`config.mk`:
```
export PLATFORM = sky130hd
export DESIGN_NAME = req_collector
export DESIGN_NICKNAME = d
export VERILOG_FILES = /design/src/rtl/req_pkg.sv /design/src/rtl/lowest_one_enc.sv /design/src/rtl/req_collector.sv
export SDC_FILE = /design/constraint.sdc
export NUM_CORES = 1
export LEC_CHECK = 0
export ABC_AREA = 1
export BUFFER_PORTS_ARGS = -buffer_cell sky130_fd_sc_hd__clkbuf_2
export CORE_MARGIN = 1
export CORE_UTILIZATION = 51
export DETAILED_ROUTE_END_ITERATION = 8
export GPL_TIMING_DRIVEN = 0
export PLACE_DENSITY_LB_ADDON = 0.15
export SKIP_LAST_GASP = 1
export SYNTH_ARGS = -nofsm -noshare
export SYNTH_HDL_FRONTEND = slang
export SYNTH_SLANG_ARGS = --single-unit
```
`constraint.sdc`:
```
create_clock -name clk -period 7.5 [get_ports clk]
set_input_delay 0.375 -clock clk [delete_from_list [all_inputs] [get_ports clk]]
set_output_delay 0.375 -clock clk [all_outputs]
set_load 0.01 [all_outputs]
```
`src/rtl/req_pkg.sv`:
```
`default_nettype none
// +--------------------------------------------------------------------+
// | req_pkg : shared types and helpers for the request collector       |
// | Revision: 1.0                                                      |
// +--------------------------------------------------------------------+
package req_pkg;

  typedef enum logic [0:0] {
    IDLE = 1'b0,
    HOLD = 1'b1
  } state_t;

  function automatic int idx_w(input int width);
    return $clog2(width);
  endfunction

  function automatic int unsigned popcount(input logic [31:0] v);
    int unsigned n;
    n = 0;
    for (int i = 0; i < 32; i++) begin
      n += {31'd0, v[i]};
    end
    return n;
  endfunction

endpackage
`default_nettype wire

```
`src/rtl/lowest_one_enc.sv`:
```
`default_nettype none
// +--------------------------------------------------------------------+
// | lowest_one_enc : index of the lowest set bit (0 when none is set)  |
// | Revision: 1.0                                                      |
// +--------------------------------------------------------------------+
module lowest_one_enc
  import req_pkg::*;
#(
  parameter int WIDTH = 8,
  parameter int IDX_W = idx_w(WIDTH)
) (
  input  logic [WIDTH-1:0] vec,
  output logic [IDX_W-1:0] idx,
  output logic             found
);

  // Scan downward so the lowest set bit is the last (winning) assignment.
  always_comb begin
    idx   = '0;
    found = 1'b0;
    for (int i = WIDTH - 1; i >= 0; i--) begin
      if (vec[i]) begin
        idx   = IDX_W'(i);
        found = 1'b1;
      end
    end
  end

endmodule
`default_nettype wire

```
`src/rtl/req_collector.sv`:
```
`default_nettype none
// +--------------------------------------------------------------------+
// | req_collector : pending-request register served lowest-index first |
// | over valid/ready. Option macro: REQ_COLLECTOR_B2B_EN (b2b grants). |
// | Revision: 1.0                                                      |
// +--------------------------------------------------------------------+
module req_collector
  import req_pkg::*;
#(
  parameter int WIDTH = 8,
  parameter int IDX_W = idx_w(WIDTH)
) (
  input  logic             clk,
  input  logic             rst_n,
  input  logic [WIDTH-1:0] set_i,
  input  logic             clr_all_i,
  output logic             out_valid,
  input  logic             out_ready,
  output logic [IDX_W-1:0] out_idx,
  output logic [WIDTH-1:0] pending_o,
  output logic [IDX_W:0]   count_o
);

  state_t           state_q;
  logic [WIDTH-1:0] pending_q;
  logic [WIDTH-1:0] pending_d;
  logic [IDX_W-1:0] idx_q;

  logic             hs;
  logic [WIDTH-1:0] pop_mask;
  logic [WIDTH-1:0] pend_pop;
  logic [WIDTH-1:0] enc_vec;
  logic [IDX_W-1:0] enc_idx;
  logic             enc_found;

  assign hs       = (state_q == HOLD) && out_ready;
  assign pop_mask = hs ? ({{(WIDTH-1){1'b0}}, 1'b1} << idx_q) : '0;
  assign pend_pop = pending_q & ~pop_mask;
  // A same-cycle set of the popped bit survives because set_i is ORed last.
  assign pending_d = clr_all_i ? '0 : (pend_pop | set_i);

`ifdef REQ_COLLECTOR_B2B_EN
  assign enc_vec = (state_q == HOLD) ? pend_pop : pending_q;
`else
  assign enc_vec = pending_q;
`endif

  lowest_one_enc #(
    .WIDTH (WIDTH),
    .IDX_W (IDX_W)
  ) u_enc (
    .vec   (enc_vec),
    .idx   (enc_idx),
    .found (enc_found)
  );

  always_ff @(posedge clk or negedge rst_n) begin
    if (!rst_n) begin
      state_q   <= IDLE;
      pending_q <= '0;
      idx_q     <= '0;
    end else begin
      pending_q <= pending_d;
      if (clr_all_i) begin
        state_q <= IDLE;
      end else begin
        case (state_q)
          IDLE: begin
            if (enc_found) begin
              idx_q   <= enc_idx;
              state_q <= HOLD;
            end
          end
          HOLD: begin
            if (hs) begin
`ifdef REQ_COLLECTOR_B2B_EN
              if (enc_found) begin
                idx_q   <= enc_idx;
                state_q <= HOLD;
              end else begin
                state_q <= IDLE;
              end
`else
              state_q <= IDLE;
`endif
            end
          end
          default: state_q <= IDLE;
        endcase
      end
    end
  end

  assign out_valid = (state_q == HOLD);
  assign out_idx   = idx_q;
  assign pending_o = pending_q;
  assign count_o   = (IDX_W+1)'(popcount(32'(pending_q)));

endmodule
`default_nettype wire
```
==> out/results.tsv <==
metric	value	unit
outcome	finished, final reports clean	
r2r_end	out_idx[1]$_DFFE_PN0P_	
p_switching	75.4	µW
fin_nets	153	
dieArea	1720	µm²
grt_max_degree	13	
dpl.hpwl	1430	µm
slew_violations	0	
cts_root_buf	clkbuf_4	
initial_core_util	0.576	
chipHeight	41.5	µm
diodes	0	
ys_seq_elements	12	
synth.avg_cell_area	7.80	µm²
intPower	133	µW
comb_power_share	0.369	
grt_overflow	0	
io_buffer_count	26	
max_slew_margin	0.802	
track_usage	0.219	
layout_common_cells	26 x inv_1, 26 x clkbuf_2, 22 x nand2_1	
fin_worst_skew	0.00579	ns
yosysSeqAreaShare	0.377	
p_leak	0.574	nW
avgViaCountPerCell	5.01	
crit_type	reg -> out	
worstPathMaxFanout	5	
worstMarginPinSlew	0.297	ns
tritoncts	done	
dieWidth	41.5	µm
drtAntennaViolNets	0	
post-place-cells	143	
numClockSinks	12	
synth_cells	102	
clk_latency	0.28	ns
r2r_start	pending_o[7]$_DFF_PN0_	
fill_cells	115	
ys_types	19	
min_period	3.59	ns
rsz0062_at_grt	false	
drt_first_iter_violations	7	
arrival	3.21	ns
tns	0	ns
cts_made_buffers	3	
vias	741	
setup_viol	0	
grt_first_pass_wirelength	2960	µm
area_growth_syn_to_layout	24.5	%
crit_path_end	count_o[2]	
critPathLaunch	pending_o[0]$_DFF_PN0_	
p_seq_frac	0.380	
synth_nets	121	
mappedNetlistArea	796	µm²
grt_pass1_vias	733	
layout-drive-gt1-share	0.293	
ys_warn_count	0	
fmax	279	MHz
max_cap_viol_count	0	
rrSetupSlack	6.38	ns
clock_path_buffers	2	
power	208	µW
start_kind	flip-flop	
power.density	210	nW/µm²
critPathCaptureType	output pin	
post-cts-setup-buffer-count	0	
p_sw_frac	0.362	
drc_errors	0	
antenna_found_initial	0	
ios	28	
core_area	1380	µm²
hold_path.class	in -> reg	
rows	13	
drtPass1Iterations	4	
post-route-period-util	0.478	
cp.required	7.12	ns
routed_wl	1680	µm
stdcell_count	148	
hold_viol_final	0	
wl_per_cell	11.4	µm
htreeDepth	1	
vdd_drop_max	0.139	mV
routabilityCongestion	0.888	
clk_pin_slew_worst_paths	0.08	ns
r2r_cells	5	
p_clk_frac	0.251	
timing.hold.ws	0.300	ns
cts_resized	0	
[kinds of logic after synthesis]
group | synth area share
buffers and inverters | 0.146
XOR/XNOR | 0.0110
AO/OA/AOI/OAI | 0.134
adder cells (fa/ha/maj) | 0.148
flip-flops | 0.377
AND/OR/NAND/NOR | 0.184
[routing by layer]
layer | wire length (µm) | vias up | GRT usage | part of all wire
li1 | - | 371 | - | -
met1 | 672 | 344 | 0.246 | 0.40
met2 | 920 | 22 | 0.416 | 0.55
met3 | 65 | 4 | 0.0435 | 0.039
met4 | 23 | 0 | 0.0516 | 0.014
met5 | 0 | - | 0 | 0
[sequential cells by signal, indices dropped and copies added (netlist names)]
signal     flops
out_idx        3
out_valid      1
pending_o      8
[power by group through the flow]
stage / clock network (mW) / logic, mW / registers [mW]
5_1_grt: 0.0545 / 0.0873 / 0.0805
3_5_place_dp: 0 / 0.0774 / 0.0805
2_1_floorplan: 0 / 0.0461 / 0.0820
3_3_place_gp: 0 / 0.0724 / 0.0799
4_1_cts: 0.0519 / 0.0785 / 0.0792
6_report: 0.0523 / 0.0770 / 0.0792
[how the worst min path moves through the flow]
stage / endpoint / from / slack (ns) / cells past startpoint
after floorplan: out_idx[0]$_DFFE_PN0P_ / rst_n / 0.08 / 0
after global placement: pending_o[0]$_DFF_PN0_ / rst_n / 0.27 / 1
after detailed placement: out_idx[1]$_DFFE_PN0P_ / rst_n / 0.28 / 1
after CTS: pending_o[7]$_DFF_PN0_ / clr_all_i / 0.30 / 2
after global routing: pending_o[7]$_DFF_PN0_ / clr_all_i / 0.31 / 2
final: pending_o[7]$_DFF_PN0_ / clr_all_i / 0.30 / 2
[repair_timing]
action	CTS	global route
endpoints found under the hold margin	12	0
hold buffers	1	0
endpoints found under the setup margin	0	0
[worst max-delay path, stage by stage, from the launching register on]
cell,delay (ns)
dfrtp_1,0.42
inv_1,0.09
fa_1,0.58
fa_1,0.44
fa_1,0.43
inv_1,0.07
ha_1,0.18
inv_1,0.06
fa_1,0.37
xnor2_1,0.15
clkbuf_2,0.14
[area by class of cell]
cell class                      instances  area, µm²  share of cell area
Sequential cell                        12        300               0.303
Multi-Input combinational cell         61        379               0.383
Buffer                                  1       11.3              0.0114
Tap cell                               15       18.8              0.0189
Timing Repair Buffer                   27        140               0.141
Clock buffer                            4       36.3              0.0366
Inverter                               28        105               0.106
[Yosys cell counts]
library cell	number	share of area
o21ai_1	9	0.057
dfrtp_1	12	0.38
o21ai_2	1	0.011
ha_1	3	0.047
o21ai_0	1	0.0063
inv_1	26	0.12
buf_6	1	0.014
a21oi_1	8	0.050
nand3_1	1	0.0063
nand2_1	22	0.10
nor2_2	3	0.024
inv_2	2	0.0094
nand2_2	1	0.0079
nor2_1	2	0.0094
nor2_4	1	0.014
fa_1	4	0.10
xnor2_1	1	0.011
a22oi_1	1	0.0094
nor3_1	3	0.019
[stage by stage]
stage                     worst slack (ns)  utilization  instance area, µm²
after detailed placement              4.18        0.683                 945
after floorplan                       4.35            -                 796
after CTS                             3.89        0.717                 991
after global routing                  3.79        0.717                 991
after global placement                4.28        0.683                 945
final                                 3.91        0.717                 991
Power figures use the tool's default switching activity.
